==> src/rtl/regfile_wb_arbiter_pkg.sv <==
// Shared defaults and the round-robin pick helper for the writeback arbiter.
// rr_pick works on a MAX_REQ-wide vector so any NREQ in 2..4 can reuse it.
package regfile_wb_arbiter_pkg;
    localparam int NREQ_DEF   = 2;
    localparam int ADDR_W_DEF = 5;
    localparam int DATA_W_DEF = 32;
    localparam int MAX_REQ    = 4;
    localparam int REG_ZERO   = 0;

    // One-hot grant: first valid index at or after ptr, wrapping modulo n.
    function automatic logic [MAX_REQ-1:0] rr_pick(input logic [MAX_REQ-1:0] valid_vec,
                                                   input logic [1:0]         ptr,
                                                   input int                 n);
        logic [MAX_REQ-1:0] grant;
        logic [2:0]         idx;
        logic               found;
        grant = '0;
        found = 1'b0;
        for (int k = 0; k < MAX_REQ; k++) begin
            idx = {1'b0, ptr} + 3'(k);
            if (idx >= 3'(n)) idx = idx - 3'(n);
            if (k < n && !found && valid_vec[idx[1:0]]) begin
                grant[idx[1:0]] = 1'b1;
                found           = 1'b1;
            end
        end
        return grant;
    endfunction
endpackage

==> src/rtl/regfile_wb_arbiter_rr_arbiter.sv <==
// Combinational round-robin grant plus the rotating pointer register.
// Grant is zero during hold or reset; pointer advances past the winner only.
module rr_arbiter
    import regfile_wb_arbiter_pkg::*;
#(
    parameter int N = NREQ_DEF
) (
    input  logic         clk,
    input  logic         rst,
    input  logic [N-1:0] i_req,
    input  logic         i_hold,
    output logic [N-1:0] o_grant
);
    localparam int PTR_W = $clog2(N);

    logic [PTR_W-1:0]   r_ptr;
    logic [PTR_W-1:0]   w_ptr_nxt;
    logic [MAX_REQ-1:0] w_pick;
    logic [MAX_REQ-1:0] w_gnt;

    always_comb begin
        w_pick    = rr_pick(MAX_REQ'(i_req), 2'(r_ptr), N);
        w_gnt     = (i_hold || rst) ? '0 : w_pick;
        w_ptr_nxt = r_ptr;
        for (int i = 0; i < MAX_REQ; i++) begin
            if (w_gnt[i]) w_ptr_nxt = (i >= N - 1) ? '0 : PTR_W'(i + 1);
        end
    end

    assign o_grant = w_gnt[N-1:0];

    always_ff @(posedge clk or posedge rst) begin
        if (rst) r_ptr <= '0;
        else     r_ptr <= w_ptr_nxt;
    end
endmodule

==> src/rtl/regfile_wb_arbiter.sv <==
// Shares the register-file write port among NREQ writeback sources, one write per cycle
// with one-cycle latency, and tracks outstanding destination registers for issue stalls.
module regfile_wb_arbiter
    import regfile_wb_arbiter_pkg::*;
#(
    parameter int NREQ   = NREQ_DEF,
    parameter int ADDR_W = ADDR_W_DEF,
    parameter int DATA_W = DATA_W_DEF
) (
    input  logic                   clk,
    input  logic                   rst,
    input  logic [NREQ-1:0]        req_valid,
    output logic [NREQ-1:0]        req_ready,
    input  logic [NREQ*ADDR_W-1:0] req_addr,
    input  logic [NREQ*DATA_W-1:0] req_data,
    input  logic                   hold,
    input  logic                   claim_valid,
    input  logic [ADDR_W-1:0]      claim_add,
    output logic                   regwrite,
    output logic [ADDR_W-1:0]      write_add,
    output logic [DATA_W-1:0]      write_dat,
    output logic [2**ADDR_W-1:0]   pending,
    output logic [7:0]             zero_drops
);
    localparam int NREG = 2**ADDR_W;

    logic [NREQ-1:0]   w_grant;
    logic              w_xfer;
    logic              w_zero;
    logic [ADDR_W-1:0] w_sel_addr;
    logic [DATA_W-1:0] w_sel_data;
    logic [NREG-1:0]   w_pend_nxt;

    logic              r_regwrite;
    logic [ADDR_W-1:0] r_write_add;
    logic [DATA_W-1:0] r_write_dat;
    logic [NREG-1:0]   r_pending;
    logic [7:0]        r_zero_drops;

    rr_arbiter #(.N(NREQ)) u_rr_arbiter (
        .clk     (clk),
        .rst     (rst),
        .i_req   (req_valid),
        .i_hold  (hold),
        .o_grant (w_grant)
    );

    assign req_ready = w_grant;

    always_comb begin
        w_sel_addr = '0;
        w_sel_data = '0;
        for (int i = 0; i < NREQ; i++) begin
            if (w_grant[i]) begin
                w_sel_addr = req_addr[i*ADDR_W +: ADDR_W];
                w_sel_data = req_data[i*DATA_W +: DATA_W];
            end
        end
        w_xfer = |(w_grant & req_valid);
        w_zero = (w_sel_addr == ADDR_W'(REG_ZERO));

        // Clear on accept first, then claim: a same-cycle claim is the younger instruction.
        w_pend_nxt = r_pending;
        if (w_xfer) w_pend_nxt[w_sel_addr] = 1'b0;
        if (claim_valid) w_pend_nxt[claim_add] = 1'b1;
        w_pend_nxt[REG_ZERO] = 1'b0;
    end

    always_ff @(posedge clk or posedge rst) begin
        if (rst) begin
            r_regwrite   <= 1'b0;
            r_write_add  <= '0;
            r_write_dat  <= '0;
            r_pending    <= '0;
            r_zero_drops <= '0;
        end else begin
            r_regwrite <= w_xfer && !w_zero;
            if (w_xfer && !w_zero) begin
                r_write_add <= w_sel_addr;
                r_write_dat <= w_sel_data;
            end
            if (w_xfer && w_zero && r_zero_drops != 8'hff) r_zero_drops <= r_zero_drops + 8'd1;
            r_pending <= w_pend_nxt;
        end
    end

    assign regwrite   = r_regwrite;
    assign write_add  = r_write_add;
    assign write_dat  = r_write_dat;
    assign pending    = r_pending;
    assign zero_drops = r_zero_drops;
endmodule

==> config.mk <==
export PLATFORM = sky130hd
export DESIGN_NAME = regfile_wb_arbiter
export DESIGN_NICKNAME = d
export VERILOG_FILES = /design/src/rtl/regfile_wb_arbiter_pkg.sv /design/src/rtl/regfile_wb_arbiter_rr_arbiter.sv /design/src/rtl/regfile_wb_arbiter.sv
export SDC_FILE = /design/constraint.sdc
export NUM_CORES = 1
export LEC_CHECK = 0
export CELL_PAD_IN_SITES_DETAIL_PLACEMENT = 1
export CELL_PAD_IN_SITES_GLOBAL_PLACEMENT = 1
export CORE_UTILIZATION = 34
export CTS_CLUSTER_DIAMETER = 150
export DETAILED_ROUTE_END_ITERATION = 7
export HOLD_SLACK_MARGIN = 0.15
export PLACE_DENSITY = 0.92
export SLEW_MARGIN = 20
export SYNTH_ARGS = -nofsm -noshare
export SYNTH_HDL_FRONTEND = slang
export SYNTH_HIERARCHICAL = 1
export SYNTH_SLANG_ARGS = --single-unit
==> constraint.sdc <==
create_clock -name clk -period 7.35 [get_ports clk]
set_input_delay 2.205 -clock clk [delete_from_list [all_inputs] [get_ports clk]]
set_output_delay 2.205 -clock clk [all_outputs]
set_load 0.01 [all_outputs]
==> impl_metrics.ini, run 1 <==
[yosys]
ys_warn_count = 6
syn_inst = 343
ys_top_cells_by_area = dfrtp_1 53%, o21ai_0 7.6%, a22oi_1 6.7%
postSynthNetCount = 429
ys_ff_latch = 78
synth.distinct_cells = 47
synth-main-ff-cell = dfrtp_1
syn_area_um2 = 3710
synth.avg_cell_area_um2 = 10.8
synth_common_cells = 78 x dfrtp_1, 56 x o21ai_0, 44 x nand2_1
synth_edf_count = 0
yosysSeqAreaShare = 0.526
yosysMostFrequentCell = dfrtp_1
synth_top_area_share = 0.526
yosys.area.top_type = dfrtp_1
async_reset_ff_frac = 1.00

[status]
status = completed

[floorplanning]
core-area_um2 = 10500
io_pins = 165
die_x_um = 106
start_util = 0.354
dieHeight_um = 106
rows = 37
dieArea_um2 = 11300

[worst_setup_path]
crit_type = in2out
required_ps = 5140
arrival_ps = 4140
cp-start-kind = input port
cp_max_fo = 5
end_kind = primary output

[timing]
period_needed_ps = 6340
fin_skew_ps = 13.3
finalCritPeriodShare = 0.863
fin_hold_ws_ps = 481
hold_violations = 0
setup_slack_ps = 1010
worst_pin_slew_ps = 1020
setup_viol = 0
rsz0062_at_grt = false
slew_viol_final = 0
relSlewSlack = 0.319
max_freq_ghz = 0.158
tns_ps = 0

[routing]
wl_met3_um = 859
drt_iter0_drc = 133
via_count = 3388
firstDrtPassIters = 4
wire_per_inst_um = 19.3
met2_length_um = 6150
ant_nets = 0
routed_wl_um = 12400
drc = 0
vias_per_cell = 5.27
maxUsedRoutingLayer = met4
met1_length_um = 5240

[pwr]
p_per_area_nw_per_um2 = 226
ir_worst_vdd_mv = 0.102
power_mw = 1.27
power_leakage_nw = 2.16

[place]
placed_cells = 627
gp_congestion = 0.818
place_worst_setup_slack_ps = 1010
dp_hpwl_um = 9150
place.port_buffers = 163

[global_routing]
antenna_found_initial = 0
grt_max_degree = 78
grt_pass1_wl_um = 19600
grt_pass1_vias = 3731
track_usage = 0.226
gr-total-overflow = 0

[clock_tree]
htree_num_levels = 3
cts_resized = 0
ctsLongestPathBuffers = 2
clk_pin_slew_worst_paths_ps = 80
cts_tree = built
cts.sinks = 78
clockRootBuffer = clkbuf_8
hold_buffers = 0
cts_made_buffers = 9
clk_latency_ps = 350
cts_setup_buffers = 0

[final_layout]
filler_cell_count = 1148
antenna_cells = 0
syn_to_final_growth_pct = 51.0
fin_nets = 588
drive_gt1_frac = 0.130
stdcell_count = 643

[run]
drv_cap = 0

[min_path]
hold_path.class = reg2reg
## per-layer routing
layer  track usage  vias to the layer above
met3        0.0509                       18
met4        0.0773                        0
met1         0.272                     1651
met2         0.396                      132
met5             0                        -
li1              -                     1587
## cell families after synthesis
logic type	synth area share
other	0.00101
AOI/OAI and AO/OA	0.280
buffers and inverters	0.0412
xor gates and xnor gates	0.0142
and+or+nand+nor	0.119
DFF	0.526
adders and majority gates	0.00337
muxes	0.0148
## report_power, final
part           internal (mW)  switching, mW
Combinational          0.225          0.174
Clock                  0.141          0.160
Sequential             0.509         0.0582
Total                  0.874          0.393
## path summary, 6_finish.rpt
check / from / end / slack (ps) / cells past startpoint
max: req_valid[0] / req_ready[0] / 1010 / 4
min reg2reg: write_add[4] / write_add[4] / 480 / 2
max reg2reg: u_rr_arbiter/r_ptr / write_dat[15] / 4240 / 8
max in group asynchronous: rst / zero_drops[7] / 4110 / 3
min: write_add[4] / write_add[4] / 480 / 2
min in group asynchronous: rst / u_rr_arbiter/r_ptr / 2120 / 2
## layout make-up
cell class	instances	area (µm²)	area share
Timing Repair Buffer	166	1650	0.295
Tap cell	136	170	0.0304
Sequential cell	78	1950	0.349
Clock inverter	5	33.8	0.00603
Multi-Input combinational cell	243	1620	0.290
Clock buffer	11	151	0.0270
Inverter	4	16.3	0.00290
## metrics by stage
stage / utilization / cell area, µm²
floorplan: - / 3710
finish: 0.535 / 5600
global placement: 0.518 / 5420
global route: 0.535 / 5600
detailed placement: 0.518 / 5420
CTS: 0.535 / 5600
## flip-flops by register name, indices dropped and copies added (netlist names)
register / cells
write_dat: 32
pending: 31
zero_drops: 8
write_add: 5
regwrite: 1
u_rr_arbiter/r_ptr: 1
## cell usage in the layout, fill, tap and decap left out, types with 3 or more instances in the layout
cell,synthesis,final
clkdlybuf4s50_1,0,163
dfrtp_1,78,78
o21ai_0,56,56
nand2_1,44,44
a22oi_1,33,33
o21ai_2,28,28
clkbuf_8,0,11
o21ai_1,9,9
nand3_1,7,7
nand3b_1,5,5
nand2b_1,5,5
xnor2_1,5,5
nor2_1,4,4
mux2_2,4,4
a22o_4,3,3
inv_1,4,3
o2bb2ai_1,3,3
clkinv_2,0,3
nand4_1,3,3
buf_4,2,3
## critical path, stage by stage
cell and delay [ps]:
clkdlybuf4s50_1 590, or3b_1 400, a21oi_1 310, clkdlybuf4s50_1 620
Power figures use the tool's default switching activity.
==> run 2, diff against run 1 <==
HOLD_SLACK_MARGIN = 0.12   (was 0.15)
==> results of run 2 <==
Final layout, timing and power as in run 1 (identical DEF).
